===== config.mk =====
export PLATFORM = sky130hd
export DESIGN_NAME = booth_mul_ctrl
export DESIGN_NICKNAME = d
export VERILOG_FILES = /design/src/rtl/booth_pkg.sv /design/src/rtl/booth_step.sv /design/src/rtl/booth_mul_ctrl.sv
export SDC_FILE = /design/constraint.sdc
export NUM_CORES = 1
export LEC_CHECK = 0
export CAP_MARGIN = 20
export CORE_MARGIN = 10
export CORE_UTILIZATION = 40
export DETAILED_ROUTE_END_ITERATION = 8
export DONT_BUFFER_PORTS = 1
export SLEW_MARGIN = 0
export SYNTH_ARGS = -nofsm -noshare
export SYNTH_HDL_FRONTEND = slang
export SYNTH_SLANG_ARGS = --single-unit
export TNS_END_PERCENT = 30

===== constraint.sdc =====
create_clock -name clock -period 11 [get_ports clock]
set_clock_uncertainty 0.1 [all_clocks]
set_input_delay 3.3 -clock clock [delete_from_list [all_inputs] [get_ports clock]]
set_output_delay 3.3 -clock clock [all_outputs]
set_load 0.01 [all_outputs]

===== src/rtl/booth_pkg.sv =====
// Shared types and Booth recode constants for the sequential Booth multiplier.
// Define BOOTH_RADIX4_EN to build the radix-4 (modified Booth) datapath.
package booth_pkg;

  typedef enum logic [1:0] {
    IDLE = 2'd0,
    RUN  = 2'd1,
    DONE = 2'd2
  } state_t;

  localparam logic [1:0] R2_ADD = 2'b01;
  localparam logic [1:0] R2_SUB = 2'b10;

  localparam logic [2:0] R4_P1A = 3'b001;
  localparam logic [2:0] R4_P1B = 3'b010;
  localparam logic [2:0] R4_P2  = 3'b011;
  localparam logic [2:0] R4_M2  = 3'b100;
  localparam logic [2:0] R4_M1A = 3'b101;
  localparam logic [2:0] R4_M1B = 3'b110;

  // Bits retired per step; also the accumulator guard width.
`ifdef BOOTH_RADIX4_EN
  localparam int SHIFT = 2;
`else
  localparam int SHIFT = 1;
`endif

endpackage


===== src/rtl/booth_step.sv =====
// One Booth recode/add/shift iteration (radix-2, or radix-4 with
// BOOTH_RADIX4_EN). Purely combinational.
module booth_step
  import booth_pkg::*;
#(
  parameter  int WIDTH = 32,
  localparam int AW    = WIDTH + SHIFT
) (
  input  logic [AW-1:0]    acc,
  input  logic [WIDTH-1:0] q,
  input  logic             qm1,
  input  logic [WIDTH-1:0] m,
  output logic [AW-1:0]    acc_nx,
  output logic [WIDTH-1:0] q_nx,
  output logic             qm1_nx
);

  logic [AW-1:0] mx;
  logic [AW-1:0] sum;

  // Guard bits keep -(-2^(W-1)) and +-2M representable.
  assign mx = {{SHIFT{m[WIDTH-1]}}, m};

`ifdef BOOTH_RADIX4_EN
  logic [AW-1:0] m2;
  assign m2 = mx << 1;

  always_comb begin
    sum = acc;
    case ({q[1:0], qm1})
      R4_P1A, R4_P1B: sum = acc + mx;
      R4_P2:          sum = acc + m2;
      R4_M2:          sum = acc - m2;
      R4_M1A, R4_M1B: sum = acc - mx;
      default:        sum = acc;
    endcase
  end

  assign acc_nx = {{2{sum[AW-1]}}, sum[AW-1:2]};
  assign q_nx   = {sum[1:0], q[WIDTH-1:2]};
  assign qm1_nx = q[1];
`else
  always_comb begin
    sum = acc;
    case ({q[0], qm1})
      R2_ADD:  sum = acc + mx;
      R2_SUB:  sum = acc - mx;
      default: sum = acc;
    endcase
  end

  assign acc_nx = {sum[AW-1], sum[AW-1:1]};
  assign q_nx   = {sum[0], q[WIDTH-1:1]};
  assign qm1_nx = q[0];
`endif

endmodule


===== src/rtl/booth_mul_ctrl.sv =====
// Sequential signed Booth multiplier: IDLE/RUN/DONE control around booth_step.
// BOOTH_RADIX4_EN selects radix-4 steps (WIDTH/2 iterations).
module booth_mul_ctrl
  import booth_pkg::*;
#(
  parameter int WIDTH = 32
) (
  input  logic             clock,
  input  logic             clear,
  input  logic             start,
  input  logic [WIDTH-1:0] M,
  input  logic [WIDTH-1:0] Q,
  output logic             busy,
  output logic             done,
  output logic [WIDTH-1:0] HI,
  output logic [WIDTH-1:0] LO
);

  localparam int AW     = WIDTH + SHIFT;
  localparam int NSTEPS = WIDTH / SHIFT;
  localparam int CW     = $clog2(NSTEPS + 1);
  localparam logic [CW-1:0] LAST = CW'(NSTEPS - 1);

  state_t           state;
  logic [AW-1:0]    acc;
  logic [AW-1:0]    acc_nx;
  logic [WIDTH-1:0] mplier;
  logic [WIDTH-1:0] mplier_nx;
  logic [WIDTH-1:0] mcand;
  logic             qm1;
  logic             qm1_nx;
  logic [CW-1:0]    cnt;

  booth_step #(.WIDTH(WIDTH)) u_step (
    .acc    (acc),
    .q      (mplier),
    .qm1    (qm1),
    .m      (mcand),
    .acc_nx (acc_nx),
    .q_nx   (mplier_nx),
    .qm1_nx (qm1_nx)
  );

  always_ff @(posedge clock) begin
    if (clear) begin
      state  <= IDLE;
      busy   <= 1'b0;
      done   <= 1'b0;
      HI     <= '0;
      LO     <= '0;
      cnt    <= '0;
      acc    <= '0;
      mplier <= '0;
      mcand  <= '0;
      qm1    <= 1'b0;
    end else begin
      unique case (state)
        IDLE: begin
          done <= 1'b0;
          if (start) begin
            acc    <= '0;
            mplier <= Q;
            mcand  <= M;
            qm1    <= 1'b0;
            cnt    <= '0;
            busy   <= 1'b1;
            state  <= RUN;
          end
        end
        RUN: begin
          acc    <= acc_nx;
          mplier <= mplier_nx;
          qm1    <= qm1_nx;
          cnt    <= cnt + 1'b1;
          // Results are latched straight from the final step.
          if (cnt == LAST) begin
            HI    <= acc_nx[WIDTH-1:0];
            LO    <= mplier_nx;
            done  <= 1'b1;
            state <= DONE;
          end
        end
        DONE: begin
          done  <= 1'b0;
          busy  <= 1'b0;
          state <= IDLE;
        end
        default: state <= IDLE;
      endcase
    end
  end

endmodule


==> results.txt <==
----------------------------------------------------
[Clock network]
  Root Buffer ... sky130_fd_sc_hd__clkbuf_16
  Insertion delay to the later sink of the worst-skew pair ... 440 ps
  TritonCTS Buffers ... 17
  TritonCTS clock tree ... done
  Setup bufs post-CTS ... 0
  H-tree levels ... 4
  Post-CTS Resized ... 0
  Deepest clock path buffer count ... 2
  Clock-pin transition on the worst setup and hold timing paths ... 70 ps
  Cts-stage hold buffer count ... 0
  Clock net sink count ... 171

[Worst setup path]
  Maximum fanout encountered on the critical timing path ... 6
  Worst EP arrival ... 5150 ps
  Category of the worst setup path launch point ... flop
  Most repeated library cell on the critical path ... sky130_fd_sc_hd__nand2_1
  Worst endpoint required time ... 11250 ps
  Slowest cell on the critical path ... sky130_fd_sc_hd__or4_4
  Type of destination of the critical path ... flop
  Critical path type ... flop to flop
  Max incr delay on CP ... approximately 600 ps
  Critical path cell sequence ... or4_4 > nor3_1 > nor4b_4 > nand2_1 > nor2_1 > nand2_1 > nor2_1 > a21oi_1 > xnor2_1 > ha_1 > inv_1 > o21ai_0 > a21oi_1 > nand2_1 > a2111o_1 > a311oi_1 > xnor2_1 > mux2i_1 > a211oi_1

[Timing]
  Final slew viol count ... 0
  Highest Clock Rate ... 0.204 GHz
  Sum of negative setup slack ... 0 ps
  Final min period ... roughly 5000 ps
  Final worst path period share ... 44.6%
  Worst-margin pin slew ... just under 900 ps
  Setup-failing EPs final ... 0
  RSZ-0062 raised after global routing ... no
  Final hold violations ... 0
  Min setup slack post-route ... ~6000 ps
  Max-slew headroom at the worst pin ... approximately two fifths

[Synthesis]
  Instance count of the mapped netlist ... roughly 1300
  Net Count, Synth ... 1376
  Synthesized area divided by synthesized cell count ... around 7.3 um2
  Flops & latches, synth ... between 150 and 200
  Most frequently used flop master after synthesis ... sky130_fd_sc_hd__dfxtp_1
  Distinct cell type count of the synthesized netlist ... 62
  Warning count from the yosys run ... 0
  Sequential element share of the synthesized area ... 36.6%
  Asr flop ratio synth ... 0%
  Post-synthesis instance area ... 0.00935 mm2
  Number of synthesized flops with an enable pin ... 0

[Cells and area]
  Antenna cells ... 0
  Layout overhead on the synthesized area ... 8.46%
  Total number of nets in the final design ... 1321
  Fraction of final layout cells sized beyond drive strength 1 ... a little over 5%
  Number of cells in the finished layout apart from fillers ... about 1500

[Place]
  Number of placed cells counting well taps ... roughly 1500
  IO Port Bufs ... 0
  Weighted congestion at the end of routability-driven global placement ... 0.896
  Pre-CTS worst setup slack ... slightly above 6000 ps
  Placed wire-length estimate after detailed placement ... between 15 and 20 mm

[Floorplanning]
  Die width ... 173 um
  Vert. Die Dim ... 173 um
  Effective utilization at floorplan ... 40.9%
  Total number of placement rows ... 55
  DIE AREA ... 0.0299 mm2
  Core Region ... about 0.023 mm2
  I/O pins ... roughly 130

[Global routing]
  Initial antenna violation count ... 0
  GR Overflow Total ... 0
  First-pass GRT wire length ... 43.7 mm
  Global-route total usage across every layer ... roughly 17%
  Pin count of the biggest net entering global routing ... approximately 180
  Number of global-route vias before repair ... 8009

[Job]
  Max-capacitance violation count ... 0

[Routing]
  ANT nets after route ... 0
  Vias per inst ... between 5 and 6
  DRC viols ... 0
  Total vias in the final route ... between 8000 and 9000
  WL final ... 26.8 mm
  Detailed Route Iter0 Violations ... 700
  Post-detailed-route wirelength per cell ... 17.3 um
  TritonRoute pass-1 iters ... 5

[Power]
  Total power density per cell area ... between 150 and 200 mW/mm2
  Static power due to leakage ... between 3 and 4 nW
  Worst vdd rail ir drop ... about 92 uV
  Total power draw ... roughly 1.6 mW

[Min path]
  Type of the tightest min-delay check ... flop to flop

[Status]
  Status ... completed

----------------------------------------------------
-- placed cells by master, fill, tap and decap left out, drive strengths merged, types with 3 or more instances in the layout --
cell / count
a211oi: 14
clkinv: 6
o211ai: 9
or4: 4
nand4: 7
a21o: 12
a2111oi: 15
nand2b: 11
and3: 6
o21a: 4
nor4: 4
dfxtp: 171
o21ai: 74
a21oi: 191
inv: 45
buf: 11
nor2b: 6
mux2i: 7
nor2: 167
or3: 4
a31oi: 6
nand2: 231
ha: 35
a311oi: 6
o21bai: 5
and4: 5
xnor2: 44
nand3: 8
a22oi: 25
o31ai: 7
nor3: 27
nand3b: 4
mux2: 3
xor2: 16
clkbuf: 17
-- state kept, by name, summed over array words and instances (netlist names) --
signal	cells
HI	32
LO	32
acc	32
mcand	32
mplier	32
cnt	6
state	2
busy	1
done	1
qm1	1
-- per-stage QoR --
step | instance area [um2] | hold WS (ps) | util [%]
finish | 10100 | 368 | 44.4
detailed placement | 9530 | 358 | 41.7
global placement | 9520 | 352 | 41.6
floorplan | 9350 | 342 | -
global route | 10100 | 395 | 44.4
CTS | 10100 | 369 | 44.4
-- layer usage --
metal / global-route usage [%] / routed length (um)
met5: 0 / 0
met4: 4.35 / 265
met3: 4.36 / 1770
met2: 26.8 / 11900
met1: 23.9 / 12800
-- cells in the mapped netlist, types with 2 or more instances --
| library cell | instances | area (um2) |
|---|---|---|
| sky130_fd_sc_hd__nand3b_1 | 4 | 30.0 |
| sky130_fd_sc_hd__a211oi_1 | 13 | 97.6 |
| sky130_fd_sc_hd__nand3_1 | 8 | 40.0 |
| sky130_fd_sc_hd__nand2b_1 | 11 | 68.8 |
| sky130_fd_sc_hd__nor2b_1 | 6 | 37.5 |
| sky130_fd_sc_hd__nand2_1 | 231 | 867 |
| sky130_fd_sc_hd__a222oi_1 | 2 | 20.0 |
| sky130_fd_sc_hd__nor3_1 | 26 | 130 |
| sky130_fd_sc_hd__a21boi_0 | 2 | 15.0 |
| sky130_fd_sc_hd__o21ai_0 | 73 | 365 |
| sky130_fd_sc_hd__dfxtp_1 | 171 | 3420 |
| sky130_fd_sc_hd__mux2_2 | 3 | 33.8 |
| sky130_fd_sc_hd__nor2_1 | 167 | 627 |
| sky130_fd_sc_hd__inv_1 | 37 | 139 |
| sky130_fd_sc_hd__a22oi_1 | 25 | 188 |
| sky130_fd_sc_hd__or4_1 | 3 | 22.5 |
| sky130_fd_sc_hd__nand4_1 | 7 | 43.8 |
| sky130_fd_sc_hd__and4_1 | 5 | 43.8 |
| sky130_fd_sc_hd__a311oi_1 | 6 | 52.6 |
| sky130_fd_sc_hd__o31ai_1 | 6 | 45.0 |
| sky130_fd_sc_hd__mux2i_1 | 7 | 70.1 |
| sky130_fd_sc_hd__buf_2 | 2 | 10.0 |
| sky130_fd_sc_hd__clkbuf_1 | 77 | 289 |
| sky130_fd_sc_hd__a2111oi_0 | 15 | 131 |
| sky130_fd_sc_hd__a21oi_1 | 189 | 946 |
| sky130_fd_sc_hd__a31oi_1 | 6 | 37.5 |
| sky130_fd_sc_hd__and3_1 | 6 | 37.5 |
| sky130_fd_sc_hd__and3b_1 | 2 | 17.5 |
| sky130_fd_sc_hd__o22ai_1 | 2 | 12.5 |
| sky130_fd_sc_hd__a21o_1 | 12 | 90.1 |
| sky130_fd_sc_hd__xor2_1 | 16 | 140 |
| sky130_fd_sc_hd__o211ai_1 | 9 | 67.6 |
| sky130_fd_sc_hd__nor4_1 | 2 | 12.5 |
| sky130_fd_sc_hd__buf_1 | 6 | 22.5 |
| sky130_fd_sc_hd__o21bai_1 | 5 | 37.5 |
| sky130_fd_sc_hd__o21a_1 | 4 | 30.0 |
| sky130_fd_sc_hd__ha_1 | 35 | 438 |
| sky130_fd_sc_hd__xnor2_1 | 44 | 385 |
| sky130_fd_sc_hd__or3_1 | 4 | 25.0 |
| sky130_fd_sc_hd__a21oi_2 | 2 | 17.5 |
-- worst max-delay path: cells and delay by family (launching register included) --
family                   cells  cell delay, ps
multiplexers                 1             110
AO/OA/AOI/OAI                6            1440
XOR/XNOR                     2             350
flip-flops                   1             370
buffers and inverters        1             120
AND/OR/NAND/NOR              8            1990
adder cells (fa/ha/maj)      1             340
-- area by class of cell --
cell class | instances | area [um2]
fillers | 2389 | 12700
multi-input cells | 980 | 5490
flip-flops and latches | 171 | 3420
clock buffers | 17 | 425
well taps | 313 | 392
clock inverters | 15 | 188
inverters | 37 | 139
repair buffers | 11 | 86.3
-- path summary, 6_finish.rpt --
| path | start | cells after the start | slack [ps] | end |
|---|---|---|---|---|
| max | mcand[2] | 19 | 6100 | HI[30] |
| min reg2reg | mplier[5] | 2 | 370 | LO[4] |
| min | mplier[5] | 2 | 370 | LO[4] |
| max reg2reg | mcand[2] | 19 | 6100 | HI[30] |
-- power breakdown --
group	internal [mW]	switching (mW)	leakage, nW	total (mW)
sequential	0.643	0.0285	1.39	0.672
clock	0.312	0.307	0.295	0.619
combinational	0.125	0.200	2.06	0.324
total	1.08	0.535	3.75	1.61
-- kinds of logic (layout without fill, tap and decap cells) --
group,count (synthesis),count (layout),synth area share [%]
simple gates,492,492,22.7
flops,171,171,36.6
compound gates,382,382,24.2
xor+xnor,60,60,5.62
mux,10,10,1.11
fa+ha+maj,36,36,4.90
buf+inv,122,80,4.93
Power figures use the tool's default switching activity.
